$ cat config.mk
export PLATFORM = sky130hd
export DESIGN_NAME = spi_frame_ctrl
export DESIGN_NICKNAME = d
export VERILOG_FILES = /design/src/rtl/spi_ctrl_pkg.sv /design/src/rtl/spi_frame_ctrl_sync_edge.sv /design/src/rtl/spi_frame_ctrl.sv
export SDC_FILE = /design/constraint.sdc
export NUM_CORES = 1
export LEC_CHECK = 0
export BUFFER_PORTS_ARGS = -buffer_cell sky130_fd_sc_hd__buf_2
export CORE_ASPECT_RATIO = 1.25
export CORE_MARGIN = 2
export CORE_UTILIZATION = 50
export DETAILED_ROUTE_END_ITERATION = 6
export HOLD_SLACK_MARGIN = 0.03
export PLACE_DENSITY_LB_ADDON = 0.2
export SLEW_MARGIN = 30
export SYNTH_ARGS = -nofsm -noshare
export SYNTH_HDL_FRONTEND = slang
export SYNTH_SLANG_ARGS = --single-unit
$ cat constraint.sdc
create_clock -name clk -period 2.1 [get_ports clk]
set_input_delay 0.315 -clock clk [delete_from_list [all_inputs] [get_ports clk]]
set_output_delay 0.315 -clock clk [all_outputs]
set_load 0.01 [all_outputs]
$ cat src/rtl/spi_ctrl_pkg.sv
// Shared types and defaults for the SPI frame controller.
package spi_ctrl_pkg;

  localparam int DATA_W_DEF = 27;
  localparam int CNT_W_DEF  = 5;

  // IDLE : nothing loaded, or the last load was already read
  // ARMED: a fresh sample sits in the shift register, drdy raised
  // XFER : host has cs_n low and is clocking data out
  typedef enum logic [1:0] {
    IDLE  = 2'd0,
    ARMED = 2'd1,
    XFER  = 2'd2
  } state_t;

endpackage

$ cat src/rtl/spi_frame_ctrl_sync_edge.sv
// Multi-flop synchronizer for one async level, plus single-cycle rise/fall
// strobes taken against one extra history flop.
module sync_edge #(
  parameter int   STAGES  = 2,
  parameter logic RST_VAL = 1'b0
) (
  input  logic clk,
  input  logic rst,
  input  logic d,
  output logic q,
  output logic rise,
  output logic fall
);

  logic [STAGES-1:0] sync_q;
  logic              hist;

  // Shift the raw level through the chain; hist lags the synced level by one.
  always_ff @(posedge clk) begin
    if (rst) begin
      sync_q <= {STAGES{RST_VAL}};
      hist   <= RST_VAL;
    end else begin
      sync_q <= {sync_q[STAGES-2:0], d};
      hist   <= sync_q[STAGES-1];
    end
  end

  assign q    = sync_q[STAGES-1];
  assign rise = q & ~hist;
  assign fall = ~q & hist;

endmodule

$ cat src/rtl/spi_frame_ctrl.sv
// SPI frame controller: buffers decimated samples, pulses `load` into the
// external shift register only while cs_n is high, tracks each cs_n frame,
// and flags overruns / wrong-length frames.
// Optional build macro SPI_FRAME_CNT_EN adds frame_cnt[7:0], a count of
// frames that ended with exactly DATA_W sclk falls.
module spi_frame_ctrl
  import spi_ctrl_pkg::*;
#(
  parameter int DATA_W      = DATA_W_DEF,
  parameter int SYNC_STAGES = 2,
  parameter int CNT_W       = CNT_W_DEF
) (
  input  logic              clk,
  input  logic              rst,
  input  logic              sample_valid,
  input  logic [DATA_W-1:0] sample_data,
  input  logic              cs_n,
  input  logic              sclk,
  input  logic              clr_flags,
  output logic              load,
  output logic [DATA_W-1:0] data_out,
  output logic              drdy,
  output logic              busy,
  output logic              overrun,
  output logic              frame_err
`ifdef SPI_FRAME_CNT_EN
  ,
  output logic [7:0]        frame_cnt
`endif
);

  state_t            state;
  logic [DATA_W-1:0] smp_buf;
  logic [DATA_W-1:0] pbuf;
  logic              pend;
  logic              ld_req;
  logic [CNT_W-1:0]  bit_cnt;

  logic cs_n_s, cs_rise, cs_fall;
  logic sclk_s, sclk_rise, sclk_fall;
  logic frame_ok, ovr_set, ferr_set;

  // cs_n idles high, so its chain resets to 1 to avoid a fake cs_fall.
  sync_edge #(.STAGES(SYNC_STAGES), .RST_VAL(1'b1)) u_cs_sync (
    .clk  (clk),
    .rst  (rst),
    .d    (cs_n),
    .q    (cs_n_s),
    .rise (cs_rise),
    .fall (cs_fall)
  );

  sync_edge #(.STAGES(SYNC_STAGES), .RST_VAL(1'b0)) u_sclk_sync (
    .clk  (clk),
    .rst  (rst),
    .d    (sclk),
    .q    (sclk_s),
    .rise (sclk_rise),
    .fall (sclk_fall)
  );

  // Only the falling sclk edge advances the bit count.
  logic unused_sclk;
  assign unused_sclk = sclk_s ^ sclk_rise;

  assign frame_ok = (bit_cnt == CNT_W'(DATA_W));
  // A sample landing in the cs_rise cycle is still an XFER arrival, so a
  // pending sample it displaces counts as an overrun too.
  assign ovr_set  = (state == XFER) && sample_valid && pend;
  assign ferr_set = (state == XFER) && cs_rise && !frame_ok;

  // Frame sequencer: buffers samples, requests loads, counts sclk falls.
  always_ff @(posedge clk) begin
    if (rst) begin
      state    <= IDLE;
      smp_buf  <= '0;
      pbuf     <= '0;
      pend     <= 1'b0;
      ld_req   <= 1'b0;
      bit_cnt  <= '0;
      load     <= 1'b0;
      data_out <= '0;
      drdy     <= 1'b0;
      busy     <= 1'b0;
    end else begin
      load   <= 1'b0;
      ld_req <= 1'b0;
      // A request raised last cycle is issued only while the host is idle;
      // data_out moves together with load so it is valid for the whole pulse.
      if (ld_req && cs_n_s && state != XFER) begin
        load     <= 1'b1;
        data_out <= smp_buf;
        drdy     <= 1'b1;
      end
      case (state)
        IDLE, ARMED: begin
          if (cs_fall) begin
            // From IDLE this is an unsolicited re-read of the last load.
            state   <= XFER;
            busy    <= 1'b1;
            drdy    <= 1'b0;
            bit_cnt <= '0;
            if (sample_valid) begin
              pbuf <= sample_data;
              pend <= 1'b1;
            end
          end else if (sample_valid) begin
            // Host has not started reading: freshest sample replaces the old.
            smp_buf <= sample_data;
            ld_req  <= 1'b1;
            state   <= ARMED;
          end
        end
        XFER: begin
          if (sclk_fall && bit_cnt != '1)
            bit_cnt <= bit_cnt + 1'b1;
          if (sample_valid) begin
            pbuf <= sample_data;
            pend <= 1'b1;
          end
          if (cs_rise) begin
            busy <= 1'b0;
            if (sample_valid || pend) begin
              smp_buf <= sample_valid ? sample_data : pbuf;
              pend    <= 1'b0;
              ld_req  <= 1'b1;
              state   <= ARMED;
            end else begin
              state <= IDLE;
            end
          end
        end
        default: state <= IDLE;
      endcase
    end
  end

  // Sticky flags; a set in the same cycle as clr_flags wins.
  always_ff @(posedge clk) begin
    if (rst) begin
      overrun   <= 1'b0;
      frame_err <= 1'b0;
    end else begin
      overrun   <= ovr_set  | (overrun   & ~clr_flags);
      frame_err <= ferr_set | (frame_err & ~clr_flags);
    end
  end

`ifdef SPI_FRAME_CNT_EN
  logic good_frame;
  assign good_frame = (state == XFER) && cs_rise && frame_ok;

  // Good-frame counter; a good frame coinciding with a clear counts as 1.
  always_ff @(posedge clk) begin
    if (rst)
      frame_cnt <= '0;
    else if (good_frame)
      frame_cnt <= clr_flags ? 8'd1 : frame_cnt + 8'd1;
    else if (clr_flags)
      frame_cnt <= '0;
  end
`endif

endmodule

==> tab_implementation.tex <==
\begin{tabular}{lr}
\hline
Metric & Value \\
\hline
\multicolumn{2}{l}{\textbf{Place}} \\
DP Wirelength & 5730 um \\
Weighted congestion reported at the end of routability-driven placement & 0.757 \\
Number of buffers added on ports & 64 \\
Cell area after placement & 4540 um2 \\
\multicolumn{2}{l}{\textbf{Floorplan}} \\
Height of the die & 106 um \\
Num rows & 37 \\
IO Pins & 65 \\
Full die area & 9140 um2 \\
Initial Utilization & 51.2\% \\
Die X & 85.9 um \\
Standard cell core area & 8190 um2 \\
\multicolumn{2}{l}{\textbf{Logic synthesis}} \\
Share of the synthesized area in the top cell type & 48.2\% \\
Synthesized netlist net count & 479 \\
Total of warnings raised by yosys & 0 \\
Area leader, netlist & dfxtp\_1 \\
Mapped Avg Cell Area & 9.45 um2 \\
Cell area after synthesis & 4200 um2 \\
Post-synthesis sequential area ratio & 48.2\% \\
Seq cells post-synth & 101 \\
Unique cell type count in the Yosys netlist & 36 \\
Largest cells by area after synthesis & dfxtp\_1 48\%, nand2\_1 9.8\%, a221oi\_2 7.5\%, mux2i\_1 6.4\%, a21oi\_1 5.6\% \\
Synthesized instance count & 444 \\
\multicolumn{2}{l}{\textbf{Critical path}} \\
Worst Path Max Fanout & 27 \\
Critical Setup Path Class & flop to flop \\
Sequence of cells on the critical path & and2b\_1, o21ai\_4, nand2\_1, a21oi\_2 \\
Data required time of the worst path & 2.39 ns \\
Critical Path AT & 2.17 ns \\
Critical Path Start Type & flop \\
Critical Path Sink Type & flop \\
Slowest cell on crit path & o21ai\_4 \\
Slowest cell delay on critical path & 0.70 ns \\
\multicolumn{2}{l}{\textbf{Clock network}} \\
Number of buffers created by CTS & 9 \\
Later-pin clock latency in the skew report & 0.36 ns \\
Number of sinks on the clock net & 101 \\
Root buf cell & clkbuf\_8 \\
Setup Fix Bufs, Post-CTS & 0 \\
Depth of the CTS H-tree & 3 \\
Clock tree from TritonCTS & built \\
Resized cells post-CTS & 0 \\
Max Buffers Root-to-Sink & 2 \\
Clock-pin transition on the worst setup and hold timing paths & 0.09 ns \\
Hold buffer count at CTS & 0 \\
\multicolumn{2}{l}{\textbf{Power}} \\
Power density over the cells & 808 nW/um2 \\
Worst voltage drop across the vdd grid & 0.407 mV \\
Power after layout & 0.00385 W \\
Static leakage & 1.78 nW \\
\multicolumn{2}{l}{\textbf{Timing}} \\
Final slew viol count & 0 \\
Total count of hold-check failures in the final report & 0 \\
Final worst-path cycle share & 89.2\% \\
Setup repair after global routing missed its margin & no \\
Fmax & 534 MHz \\
Number of failing setup endpoints in the final timing report & 0 \\
Relative slew slack & 47.2\% \\
Total negative setup slack & 0 ns \\
Clock tree skew after final layout & 0.00906 ns \\
Minimum period implied by the final worst setup slack & 1.87 ns \\
Least-Margin Pin Slew & 0.790 ns \\
\multicolumn{2}{l}{\textbf{Routing}} \\
Final routed DRC violation total & 0 \\
Number of nets still failing antenna checks after routing & 0 \\
Iter 0 DRT Violations & 160 \\
Post-detailed-routing wire length & 8630 um \\
Vias & 3238 \\
DRT Pass-1 Iters & 4 \\
Average wire per standard cell & 14.4 um \\
Drt via density & 5.41 \\
\multicolumn{2}{l}{\textbf{Global route}} \\
Gr usage total & 19.9\% \\
Via count of the first global-routing pass & 3098 \\
Wire length of the first global-routing pass & 14500 um \\
Initial antenna violation count & 0 \\
Leftover overflow at the end of global routing & 0 \\
Maximum number of pins on one net before global-route repair & 44 \\
\multicolumn{2}{l}{\textbf{Layout}} \\
Final nets & 531 \\
Share of final-layout standard cells stronger than drive strength 1 & 27.7\% \\
Final antenna diode count & 0 \\
Synth-to-layout area growth & 13.5\% \\
Summed area of non-filler cells in the final layout & 4760 um2 \\
Final core utilization & 58.1\% \\
\multicolumn{2}{l}{\textbf{Outcome}} \\
Result of the run & finished, final reports clean \\
\multicolumn{2}{l}{\textbf{Job}} \\
Max\_cap viols & 0 \\
\multicolumn{2}{l}{\textbf{Worst hold path}} \\
Min-Delay Path Class & input pin to flop \\
\hline
\end{tabular}
## cells in the mapped netlist, drive strengths merged
| master | n |
|---|---|
| and3b | 1 |
| clkbuf | 12 |
| nand4b | 1 |
| nor2b | 5 |
| a221oi | 28 |
| o21ai | 3 |
| ha | 2 |
| or3 | 2 |
| o32a | 1 |
| buf | 23 |
| a32oi | 2 |
| nand3b | 4 |
| and2b | 1 |
| nor3 | 1 |
| dfxtp | 101 |
| nor2 | 36 |
| inv | 2 |
| o21a | 3 |
| mux2i | 27 |
| nand2b | 4 |
| nor3b | 1 |
| nand2 | 111 |
| a21oi | 62 |
| or2 | 4 |
| nand3 | 3 |
| and3 | 3 |
| a211o | 1 |
## cells by family (layout without fill, tap and decap cells)
| kind of cell | Yosys count | count (layout) | synth area share (%) |
|---|---|---|---|
| simple gates | 177 | 177 | 19.0 |
| flops | 101 | 101 | 48.2 |
| compound gates | 100 | 100 | 19.7 |
| buf+inv | 37 | 94 | 6.02 |
| mux | 27 | 27 | 6.44 |
| fa+ha+maj | 2 | 2 | 0.596 |
## cells in the final DEF, fill, tap and decap left out, drive strengths merged, types with 2 or more instances in the layout
| cell | n |
|---|---|
| nand2b | 4 |
| dfxtp | 101 |
| buf | 76 |
| clkbuf | 11 |
| a32oi | 2 |
| nor2b | 5 |
| and3 | 3 |
| o21a | 3 |
| or3 | 2 |
| or2 | 4 |
| inv | 2 |
| a221oi | 28 |
| ha | 2 |
| nand3b | 4 |
| o21ai | 3 |
| nand2 | 111 |
| mux2i | 27 |
| clkinvlp | 2 |
| bufinv | 2 |
| nand3 | 3 |
| nor2 | 36 |
| a21oi | 62 |
## through the flow
stage	setup slack [ns]	instances	hold slack (ns)
after floorplan	0.419	444	0.389
after global placement	0.253	582	0.402
after detailed placement	0.240	582	0.406
after CTS	0.222	598	0.128
after global routing	0.0754	598	0.136
final	0.226	598	0.139
## worst max-delay path: cells and delay by family, from the launching register on
family,cells,cell delay (ns)
AOI/OAI and AO/OA,2,0.86
DFF,1,0.44
and+or+nand+nor,2,0.52
## worst paths after layout
check | start | end | slack [ns] | cells after the start
max | state[1] | pbuf[24] | 0.23 | 4
min | cs_n | u_cs_sync.sync_q[0] | 0.14 | 2
max reg2reg | state[1] | pbuf[24] | 0.23 | 4
min reg2reg | u_cs_sync.sync_q[0] | u_cs_sync.sync_q[1] | 0.42 | 1
## layer usage
| metal | share of wire [%] | wire length [um] | track usage [%] |
|---|---|---|---|
| met2 | 46 | 3970 | 31.9 |
| met5 | 0 | 0 | 0 |
| met1 | 48 | 4110 | 26.2 |
| met3 | 4.2 | 360 | 3.18 |
| met4 | 2.2 | 190 | 8.96 |
## registers in the layout, summed over array words and instances, names as in the netlist
signal and count:
busy 1, overrun 1, bit_cnt 5, u_sclk_sync.hist 1, u_cs_sync.hist 1, pend 1, u_sclk_sync.sync_q 2, load 1
data_out 27, state 2, pbuf 27, frame_err 1, drdy 1, ld_req 1, u_cs_sync.sync_q 2, smp_buf 27
## layout make-up
type | count | area (um2)
fill | 732 | 3430
sequential | 101 | 2020
multi-input combinational | 306 | 1920
timing repair buffer | 76 | 463
clock buffer | 11 | 141
tap | 97 | 121
clock inverter | 5 | 83.8
inverter | 2 | 7.51
## power by group
part,internal (W),switching [W],leakage [nW],total (W)
registers,0.00201,0.0000580,0.825,0.00207
logic,0.000175,0.000249,0.850,0.000424
clock network,0.000706,0.000649,0.106,0.00135
total,0.00289,0.000956,1.78,0.00385
Power figures use the tool's default switching activity.
